==> config.mk <==
export PLATFORM = sky130hd
export DESIGN_NAME = decode_basic
export DESIGN_NICKNAME = d
export VERILOG_FILES = /design/src/rtl/decode_basic_pkg.sv /design/src/rtl/decode_regfile.sv /design/src/rtl/decode_basic.sv
export SDC_FILE = /design/constraint.sdc
export NUM_CORES = 2
export LEC_CHECK = 0
export BUFFER_PORTS_ARGS = -buffer_cell sky130_fd_sc_hd__buf_2
export CAP_MARGIN = 30
export CORE_MARGIN = 2
export CORE_UTILIZATION = 46
export CTS_CLUSTER_SIZE = 10
export DETAILED_ROUTE_END_ITERATION = 8
export GPL_TIMING_DRIVEN = 0
export SETUP_SLACK_MARGIN = 0.15
export SLEW_MARGIN = 20
export SYNTH_ARGS = -nofsm -noshare
export SYNTH_HDL_FRONTEND = slang
export SYNTH_HIERARCHICAL = 1
export SYNTH_SLANG_ARGS = --single-unit
==> constraint.sdc <==
create_clock -name clk -period 8 [get_ports clk]
set_clock_uncertainty 0.05 [all_clocks]
set_input_delay 0.8 -clock clk [delete_from_list [all_inputs] [get_ports clk]]
set_output_delay 0.8 -clock clk [all_outputs]
set_load 0.02 [all_outputs]
==> src/rtl/decode_basic_pkg.sv <==
// Shared decode types: micro-op encoding, op-support vectors and TinyRV1 opcodes.
package decode_basic_pkg;

    typedef enum logic [2:0] {
        UOP_ADD  = 3'd0,
        UOP_MUL  = 3'd1,
        UOP_LW   = 3'd2,
        UOP_SW   = 3'd3,
        UOP_JAL  = 3'd4,
        UOP_JALR = 3'd5,
        UOP_BNE  = 3'd6
    } rv_uop_e;

    localparam int NUM_UOPS = 7;

    // One bit per micro-op; a pipe or ISA subset is the OR of the ops it handles.
    typedef logic [NUM_UOPS-1:0] rv_op_vec_t;

    localparam rv_op_vec_t OP_ADD_VEC  = 7'b000_0001;
    localparam rv_op_vec_t OP_MUL_VEC  = 7'b000_0010;
    localparam rv_op_vec_t OP_LW_VEC   = 7'b000_0100;
    localparam rv_op_vec_t OP_SW_VEC   = 7'b000_1000;
    localparam rv_op_vec_t OP_JAL_VEC  = 7'b001_0000;
    localparam rv_op_vec_t OP_JALR_VEC = 7'b010_0000;
    localparam rv_op_vec_t OP_BNE_VEC  = 7'b100_0000;
    localparam rv_op_vec_t P_TINYRV1   = 7'b111_1111;

    localparam logic [6:0] OPC_OP     = 7'b0110011;
    localparam logic [6:0] OPC_IMM    = 7'b0010011;
    localparam logic [6:0] OPC_LOAD   = 7'b0000011;
    localparam logic [6:0] OPC_STORE  = 7'b0100011;
    localparam logic [6:0] OPC_JAL    = 7'b1101111;
    localparam logic [6:0] OPC_JALR   = 7'b1100111;
    localparam logic [6:0] OPC_BRANCH = 7'b1100011;

    function automatic rv_op_vec_t uop_vec(input rv_uop_e u);
        rv_op_vec_t v;
        v = '0;
        v[u] = 1'b1;
        return v;
    endfunction

endpackage

==> src/rtl/decode_regfile.sv <==
// 32x32 architectural register file: two combinational reads, one write,
// x0 hardwired to zero, same-cycle write data bypassed to the readers.
module decode_regfile
    import decode_basic_pkg::*;
(
    input  logic        clk,
    input  logic        rst,
    input  logic [4:0]  raddr0_i,
    output logic [31:0] rdata0_o,
    input  logic [4:0]  raddr1_i,
    output logic [31:0] rdata1_o,
    input  logic        wen_i,
    input  logic [4:0]  waddr_i,
    input  logic [31:0] wdata_i
);

    logic [31:0][31:0] mem_q;

    // Register storage; x0 is never written.
    always_ff @(posedge clk) begin
        if (rst)                           mem_q <= '0;
        else if (wen_i && waddr_i != 5'd0) mem_q[waddr_i] <= wdata_i;
    end

    // Read ports with x0 forcing and write-through bypass.
    always_comb begin
        rdata0_o = mem_q[raddr0_i];
        rdata1_o = mem_q[raddr1_i];
        if (wen_i && waddr_i == raddr0_i) rdata0_o = wdata_i;
        if (wen_i && waddr_i == raddr1_i) rdata1_o = wdata_i;
        if (raddr0_i == 5'd0)             rdata0_o = '0;
        if (raddr1_i == 5'd0)             rdata1_o = '0;
    end

endmodule

==> src/rtl/decode_basic.sv <==
// In-order decode/issue: decodes one TinyRV1 instruction per cycle, stalls on
// RAW hazards via a pending-write scoreboard, and dispatches the micro-op to the
// lowest-index ready execute pipe that supports it.
module decode_basic
    import decode_basic_pkg::*;
#(
    parameter rv_op_vec_t                   P_ISA_SUBSET   = P_TINYRV1,
    parameter int                           P_NUM_PIPES    = 1,
    parameter rv_op_vec_t [P_NUM_PIPES-1:0] P_PIPE_SUBSETS = {P_NUM_PIPES{P_TINYRV1}},
    parameter int                           P_SEQ_BITS     = 8
) (
    input  logic                                    clk,
    input  logic                                    rst,
    input  logic [31:0]                             f_inst_i,
    input  logic [31:0]                             f_pc_i,
    input  logic                                    f_val_i,
    output logic                                    f_rdy_o,
    output logic [P_NUM_PIPES-1:0][31:0]            ex_pc_o,
    output logic [P_NUM_PIPES-1:0][31:0]            ex_op1_o,
    output logic [P_NUM_PIPES-1:0][31:0]            ex_op2_o,
    output logic [P_NUM_PIPES-1:0][4:0]             ex_waddr_o,
    output rv_uop_e [P_NUM_PIPES-1:0]               ex_uop_o,
    output logic [P_NUM_PIPES-1:0][P_SEQ_BITS-1:0]  ex_seq_num_o,
    output logic [P_NUM_PIPES-1:0]                  ex_val_o,
    input  logic [P_NUM_PIPES-1:0]                  ex_rdy_i,
    input  logic                                    cmp_val_i,
    input  logic [P_SEQ_BITS-1:0]                   cmp_seq_num_i,
    input  logic [4:0]                              cmp_waddr_i,
    input  logic [31:0]                             cmp_wdata_i,
    input  logic                                    cmp_wen_i
);

    logic [4:0]  rd, rs1, rs2;
    logic [31:0] imm_i, imm_s, imm_b, imm_j, rdata1, rdata2;
    logic [31:0] op1, op2, pc_out;
    logic [4:0]  waddr;
    rv_uop_e     uop;
    logic        known, use1, use2, legal, haz, found, issue, cmp_wr;
    rv_op_vec_t  vec, any_sup;
    logic [P_NUM_PIPES-1:0] sel;
    logic [31:0] pend_q, pend_d;
    logic [P_SEQ_BITS-1:0] seq_q, seq_d;

    // The completion tag carries no information this stage needs.
    logic unused_cmp_seq;
    assign unused_cmp_seq = ^cmp_seq_num_i;

    assign rd     = f_inst_i[11:7];
    assign rs1    = f_inst_i[19:15];
    assign rs2    = f_inst_i[24:20];
    assign imm_i  = {{20{f_inst_i[31]}}, f_inst_i[31:20]};
    assign imm_s  = {{20{f_inst_i[31]}}, f_inst_i[31:25], f_inst_i[11:7]};
    assign imm_b  = {{19{f_inst_i[31]}}, f_inst_i[31], f_inst_i[7], f_inst_i[30:25], f_inst_i[11:8], 1'b0};
    assign imm_j  = {{11{f_inst_i[31]}}, f_inst_i[31], f_inst_i[19:12], f_inst_i[20], f_inst_i[30:21], 1'b0};
    assign cmp_wr = cmp_val_i && cmp_wen_i;

    decode_regfile u_rf (
        .clk      (clk),
        .rst      (rst),
        .raddr0_i (rs1),
        .rdata0_o (rdata1),
        .raddr1_i (rs2),
        .rdata1_o (rdata2),
        .wen_i    (cmp_wr),
        .waddr_i  (cmp_waddr_i),
        .wdata_i  (cmp_wdata_i)
    );

    // Instruction decode into micro-op, operands and destination.
    always_comb begin
        known  = 1'b0;
        uop    = UOP_ADD;
        use1   = 1'b0;
        use2   = 1'b0;
        op1    = rdata1;
        op2    = rdata2;
        waddr  = rd;
        pc_out = f_pc_i;
        case (f_inst_i[6:0])
            OPC_OP: if (f_inst_i[14:12] == 3'b000 && f_inst_i[31:25] == 7'b0000000) begin
                known = 1'b1; use1 = 1'b1; use2 = 1'b1;
            end else if (f_inst_i[14:12] == 3'b000 && f_inst_i[31:25] == 7'b0000001) begin
                known = 1'b1; use1 = 1'b1; use2 = 1'b1; uop = UOP_MUL;
            end
            OPC_IMM: if (f_inst_i[14:12] == 3'b000) begin
                known = 1'b1; use1 = 1'b1; op2 = imm_i;
            end
            OPC_LOAD: if (f_inst_i[14:12] == 3'b010) begin
                known = 1'b1; use1 = 1'b1; op2 = imm_i; uop = UOP_LW;
            end
            OPC_STORE: if (f_inst_i[14:12] == 3'b010) begin
                known = 1'b1; use1 = 1'b1; use2 = 1'b1; uop = UOP_SW;
                op1 = rdata1 + imm_s; waddr = 5'd0;
            end
            OPC_JAL: begin
                known = 1'b1; uop = UOP_JAL; op1 = f_pc_i; op2 = imm_j;
            end
            OPC_JALR: if (f_inst_i[14:12] == 3'b000) begin
                known = 1'b1; use1 = 1'b1; uop = UOP_JALR; op2 = imm_i;
            end
            OPC_BRANCH: if (f_inst_i[14:12] == 3'b001) begin
                known = 1'b1; use1 = 1'b1; use2 = 1'b1; uop = UOP_BNE;
                waddr = 5'd0; pc_out = f_pc_i + imm_b;
            end
            default: ;
        endcase
    end

    // Legality, RAW hazard check and lowest-index ready pipe selection.
    always_comb begin
        vec     = uop_vec(uop);
        any_sup = '0;
        sel     = '0;
        found   = 1'b0;
        for (int k = 0; k < P_NUM_PIPES; k++) begin
            any_sup = any_sup | P_PIPE_SUBSETS[k];
            if (!found && |(P_PIPE_SUBSETS[k] & vec) && ex_rdy_i[k]) begin
                sel[k] = 1'b1;
                found  = 1'b1;
            end
        end
        legal = known && |(P_ISA_SUBSET & any_sup & vec);
        haz   = (use1 && rs1 != 5'd0 && pend_q[rs1] && !(cmp_wr && cmp_waddr_i == rs1)) ||
                (use2 && rs2 != 5'd0 && pend_q[rs2] && !(cmp_wr && cmp_waddr_i == rs2));
        issue   = !rst && f_val_i && legal && !haz && found;
        f_rdy_o = !rst && (!legal || (!haz && found));
    end

    // Broadcast the decoded micro-op; only the selected pipe sees val.
    always_comb begin
        for (int k = 0; k < P_NUM_PIPES; k++) begin
            ex_pc_o[k]      = pc_out;
            ex_op1_o[k]     = op1;
            ex_op2_o[k]     = op2;
            ex_waddr_o[k]   = waddr;
            ex_uop_o[k]     = uop;
            ex_seq_num_o[k] = seq_q;
        end
        ex_val_o = issue ? sel : '0;
    end

    // Scoreboard and sequence counter next state; a same-cycle issue re-marks
    // a register that is completing.
    always_comb begin
        pend_d = pend_q;
        if (cmp_wr && cmp_waddr_i != 5'd0) pend_d[cmp_waddr_i] = 1'b0;
        if (issue && waddr != 5'd0)        pend_d[waddr]       = 1'b1;
        seq_d = issue ? seq_q + P_SEQ_BITS'(1) : seq_q;
    end

    // Scoreboard and sequence counter registers.
    always_ff @(posedge clk) begin
        if (rst) begin
            pend_q <= '0;
            seq_q  <= '0;
        end else begin
            pend_q <= pend_d;
            seq_q  <= seq_d;
        end
    end

    // Illegal instructions are consumed without issue; flag them in simulation.
    always_ff @(posedge clk) begin
        if (!rst && f_val_i)
            assert (legal) else $error("decode_basic: illegal inst %h at pc %h dropped", f_inst_i, f_pc_i);
    end

endmodule

# == Word-level counts from Yosys, hierarchy flattened ==
# Cells that the tools add are included.
# word_totals
out_inout_bits,114
reg_bits,1064
in_bits,115
wordCells,152
# op_classes
n_addsub,3
eq_ne,12
n_bitwise,3
order_cmp,8
muxes,50
n_reduce_logical,42
# ops
operator,count
1024-bit bitwise mux,1
32-bit two-way mux,14
32-bit binary-select mux with 5-bit select,2
32-bit demux with 5-bit select,1
32-bit one-hot mux with 3 select lines,1
32-bit adder,2
32-bit one-hot mux with 2 select lines,1
32-bit AND,1
32-bit NOT,1
32-bit OR,1
1-bit logical AND,24
"5-bit by 6-bit < comparator with 1-bit output, second input constant",4
"7-bit == test, second input constant",3
5-bit nonzero test,4
3-bit one-hot mux with 6 select lines,1
"7-bit by 6-bit == test with 1-bit output, second input constant",2
1-bit two-way mux,14
1-bit binary-select mux with 5-bit select,2
1-bit demux with 5-bit select,2
5-bit == test,2
"5-bit by 1-bit >= comparator with 1-bit output, second input constant",2
5-bit zero test,2
5-bit two-way mux,2
5-bit one-hot mux with 2 select lines,1
20 further kinds,28

# == Longest topological paths before layout ==
# depth
word_depth,16
mapped_depth,20

# == Hierarchy ==
# Netlist, hierarchy kept.
# by_module_without_submodules
module,seq_area_each_um2,area_each_um2,cells_each,instances
decode_regfile,20499.7,52102.5,6007,1
decode_basic,800.8,6890.4,962,1

# == Worst setup path before layout ==
# OpenSTA, ideal clock, no wires.
# synth_timing
path_kind,input -> output
from,input port cmp_val_i
to,output port ex_op1_o[29] in the netlist's numbering
arrival_ps,5242
n_path_buf,2
stages,18
path_slack_ps,1908
cell_sequence,nand2_1 inv_1 clkbuf_1 o2111ai_1 o31ai_1 clkbuf_1 a21oi_1 a221o_1 ha_1 a21o_1 a21o_1 a2111oi_0 o311a_1 o31ai_1 a21o_1 a221oi_1 mux2i_1 o311ai_0
# synth_rtl
element,line_no,source
start: declaration,decode_basic.sv:26,"input logic cmp_val_i,"
end: declaration,decode_basic.sv:19,"output logic [P_NUM_PIPES-1:0][31:0] ex_op1_o,"

==> impl_metrics.csv <==
group,metric,value,unit
clocking,cts_buffers,131,
logic_synthesis,synth_area_leader_cell,"dfxtp_1",
sta,max_clock_freq,0.1253,GHz
logic_synthesis,synth-adder-area-share,1.383,%
cells_and_area,fraction_of_layout_cells_with_a_size_suffix_above_1,15.14,%
sta,final-max-slew-violation-count,0,
placed_design,buffer_ports.inserted,185,
cells_and_area,fill_cells,12160,
worst_setup_path,startpoint_to_endpoint_class_of_the_critical_path,"input pin to primary output",
power_and_ir_drop,power.switching,3.934,mW
worst_setup_path,crit_path_max_fanout,10,
worst_setup_path,nature_of_the_critical_path_endpoint,"primary output",
sta,worst_pin_slew,1.265,ns
logic_synthesis,synth.net_count,7148,
logic_synthesis,edff_count_synth,0,
detailed_routing,finalWirelength,375500,um
sta,max-slew-margin-rel,13.23,%
global_routing,grt_remaining_overflow,0,
worst_setup_path,r2r_start,"pend_q[13]",
logic_synthesis,ys_types,81,
detailed_routing,dr.first_iter.drc_count,12110,
worst_setup_path,cp_slowest_cell,"clkbuf_1",
placed_design,detailed_place.area,62510,um^2
worst_setup_path,worst_ep_arrival_time,7.13,ns
sta,post-route-period-util,99.75,%
logic_synthesis,synth_cells,6969,
power_and_ir_drop,power.switching_fraction,30.47,%
logic_synthesis,yosysTopAreaCellShare,36.11,%
power_and_ir_drop,power_density,192.5,nW/um^2
logic_synthesis,async_set_or_reset_register_ratio_after_synthesis,0,%
min_path,hp-class,"input pin to flop",
floorplan,core_region_area,127400,um^2
cells_and_area,syn_to_final_growth,13.70,%
worst_setup_path,critPathBufInv,5,
detailed_routing,vias_per_cell,7.107,
power_and_ir_drop,sequential_power_share,41.4,%
clocking,clkLatencyLatePin,0.80,ns
worst_setup_path,slowest_delay,0.83,ns
clocking,cts.repair_timing.setup_buffer_count,0,
clocking,cts-htree-levels,4,
logic_synthesis,synth_common_cells,"2195 x nand2_1, 1113 x a21oi_1, 1064 x dfxtp_1",
sta,final_hold_viol_count,0,
sta,period_minus_slack,7.980,ns
power_and_ir_drop,power.leakage,22.67,nW
detailed_routing,ant_nets,0,
worst_setup_path,critical_path.startpoint_type,"input pin",
logic_synthesis,syn_avg_cell_area,8.465,um^2
global_routing,antenna_found_initial,44,
cells_and_area,stdcell_area,67080,um^2
logic_synthesis,muxShareOfSynthArea,20.85,%
power_and_ir_drop,intPower,8.978,mW
worst_setup_path,timing.critical_path.required,7.15,ns
worst_setup_path,r2r_cells,8,
logic_synthesis,synthMostInstantiatedCell,"nand2_1",
global_routing,global_routing_usage_summed_across_all_routing_layers,55.74,%
sta,grt_setup_unrepaired,"true",
floorplan,dieWidth,362.1,um
clocking,cts_sinks,1064,
worst_setup_path,worst_path_dominant_cell_family,"compound AO/OA/AOI/OAI gates",
floorplan,chipHeight,362.1,um
worst_setup_path,crit_chain,"buf_2 > buf_2 > buf_4 > or2_2 > clkbuf_1 > o211ai_1 > o22a_2 > a21oi_1 > ha_1 > and4_1 > a221oi_1 > o311a_1 > o31ai_2 > a21o_1 > a221oi_1 > mux2i_1 > o311ai_0 > buf_2",
worst_setup_path,crit_top_cell,"buf_2",
logic_synthesis,synth_sequential_area_ratio,36.11,%
sta,finalWorstSetupSlack,0.01970,ns
floorplan,floorplan.initialDensity,46.32,%
worst_setup_path,reg2reg_to,"pend_q[24]",
power_and_ir_drop,clockPowerShare,44.1,%
logic_synthesis,synth-warning-count,6,
logic_synthesis,synth_top_family_by_area,"multiplexers",
clocking,cts_tree,"built",
outcome,run_status,"completed",
clocking,clockBufferDepth,3,
job,drv.max_cap_violation_count,0,
clocking,ctsHoldBuffers,0,
placed_design,preCtsSetupSlack,-1.127,ns
detailed_routing,firstDrtPassIters,9,
clocking,worst_setup_hold_path_clk_slew,0.06,ns
placed_design,detailed_placer_s_ending_hpwl,282900,um
clocking,clockRootBuffer,"clkbuf_16",
power_and_ir_drop,relative_contribution_of_combinational_cells_to_total_power,14.6,%
global_routing,grt_pass1_wl,493700,um
logic_synthesis,synthesis.area,58990,um^2
floorplan,num_io_pins,229,
floorplan,placementRows,131,
global_routing,grt_max_degree,34,
min_path,hp-start,"rst",
floorplan,dieArea,131100,um^2
logic_synthesis,synthXorXnorAreaFrac,0.9947,%
logic_synthesis,compound_gate_fraction_of_synth_area,17.53,%
detailed_routing,routed_wire_length_per_instance,41.28,um
worst_setup_path,reg2reg_slack,4.71,ns
global_routing,first_global_vias,57080,
logic_synthesis,synth_flop_cell,"dfxtp_1",
cells_and_area,final_core_util,52.67,%
sta,timing.final.setup_violations,0,
sta,fin_tns_setup,0,ns
detailed_routing,drc,0,
logic_synthesis,postSynthRegisterBits,1064,
min_path,holdPathEnd,"pend_q[0]",
detailed_routing,vias_post_dr,64650,
placed_design,gpl.final_weighted_congestion,1.116,
cells_and_area,layout.nets,7514,
logic_synthesis,netlist_top_cells_area,"dfxtp_1 36%, mux4_2 17%, nand2_1 14%",
power_and_ir_drop,vdd.ir_drop.worst,0.2201,mV
logic_synthesis,synth_simple_gate_area_share,17.90,%
min_path,hold-path-cell-count,2,
-- kinds of logic (layout without fill, tap and decap cells) --
family | count (synthesis) | count (layout)
mux | 678 | 678
compound gates | 1765 | 1765
simple gates | 2618 | 2618
flops | 1064 | 1064
other cells | 0 | 45
buf+inv | 713 | 1133
fa+ha+maj | 64 | 64
xor+xnor | 67 | 67
-- placed cells by master (no fill, tap or decap), drive strengths merged, types with 16 or more instances in the layout --
| master | count |
|---|---|
| a21o | 34 |
| a21oi | 1114 |
| a221o | 48 |
| a22o | 24 |
| a22oi | 171 |
| a31oi | 19 |
| and2 | 20 |
| and3 | 17 |
| buf | 372 |
| clkbuf | 715 |
| dfxtp | 1064 |
| diode | 45 |
| ha | 62 |
| inv | 33 |
| mux2 | 16 |
| mux2i | 223 |
| mux4 | 439 |
| nand2 | 2195 |
| nand2b | 18 |
| nand3 | 66 |
| nand4 | 19 |
| nor2 | 128 |
| nor2b | 53 |
| nor3 | 28 |
| nor3b | 17 |
| o211ai | 45 |
| o21ai | 161 |
| o221a | 18 |
| o22ai | 18 |
| xnor2 | 30 |
| xor2 | 37 |
-- layer usage --
metal	GRT usage, %	wire [um]	vias up	part of all wire [%]
met4	45.78	39230	22	10
li1	-	-	25430	-
met1	67.27	130100	31570	35
met5	1.369	409	-	0.11
met3	27.50	62660	1490	17
met2	73.67	143100	6132	38
-- sequential cells by signal (all words and copies together) (netlist names) --
register	cells
u_rf/mem_q	1024
pend_q	32
ex_seq_num_o	8
-- per-stage QoR --
| step | cells | hold slack, ns | power, mW |
|---|---|---|---|
| CTS | 9034 | 0.2135 | 12.73 |
| global route | 9060 | 0.2339 | 13.06 |
| detailed placement | 8847 | 0.4067 | 7.159 |
| global placement | 8816 | 0.3987 | 7.127 |
| floorplan | 6969 | 0.3832 | 6.308 |
| finish | 9096 | 0.2437 | 12.91 |
-- how the worst max path moves through the flow --
stage | endpoint | from | cells past startpoint | slack [ns]
2_1_floorplan | ex_op1_o[29] | cmp_val_i | 18 | 1.91
3_3_place_gp | ex_op1_o[29] | f_inst_i[17] | 19 | -1.41
3_5_place_dp | ex_op1_o[29] | f_inst_i[16] | 20 | -1.13
4_1_cts | ex_op1_o[29] | f_inst_i[16] | 20 | 0.07
5_1_grt | ex_op1_o[29] | f_inst_i[17] | 20 | 0.06
6_report | ex_op1_o[29] | f_inst_i[17] | 18 | 0.02
-- power groups by stage --
stage                     sequential, mW  clock (mW)  combinational, mW
after CTS                           5.34        5.67               1.72
final                               5.34        5.69               1.88
after global placement              5.45           0               1.67
after global routing                5.34        5.88               1.84
after floorplan                     5.45           0              0.862
after detailed placement            5.45           0               1.71
-- layout make-up --
type                    count  area, um^2  share of cell area [%]
multi-input cells        5192       34900                   52.03
flip-flops and latches   1064       21300                   31.76
clock buffers             169        3605                   5.374
plain buffers             685        3119                   4.650
well taps                1662        2079                   3.100
repair buffers            233        1548                   2.307
clock inverters            18       307.8                  0.4589
diodes                     45       112.6                  0.1679
inverters                  28       105.1                  0.1567
-- repair_timing --
| action | CTS | global route |
|---|---|---|
| resized for setup | 44 | 53 |
| setup endpoints to repair | 24 | 16 |
| pin swaps | 5 | 8 |
| cloned | 0 | 0 |
Note: power is estimated with default switching activity, not from simulation.
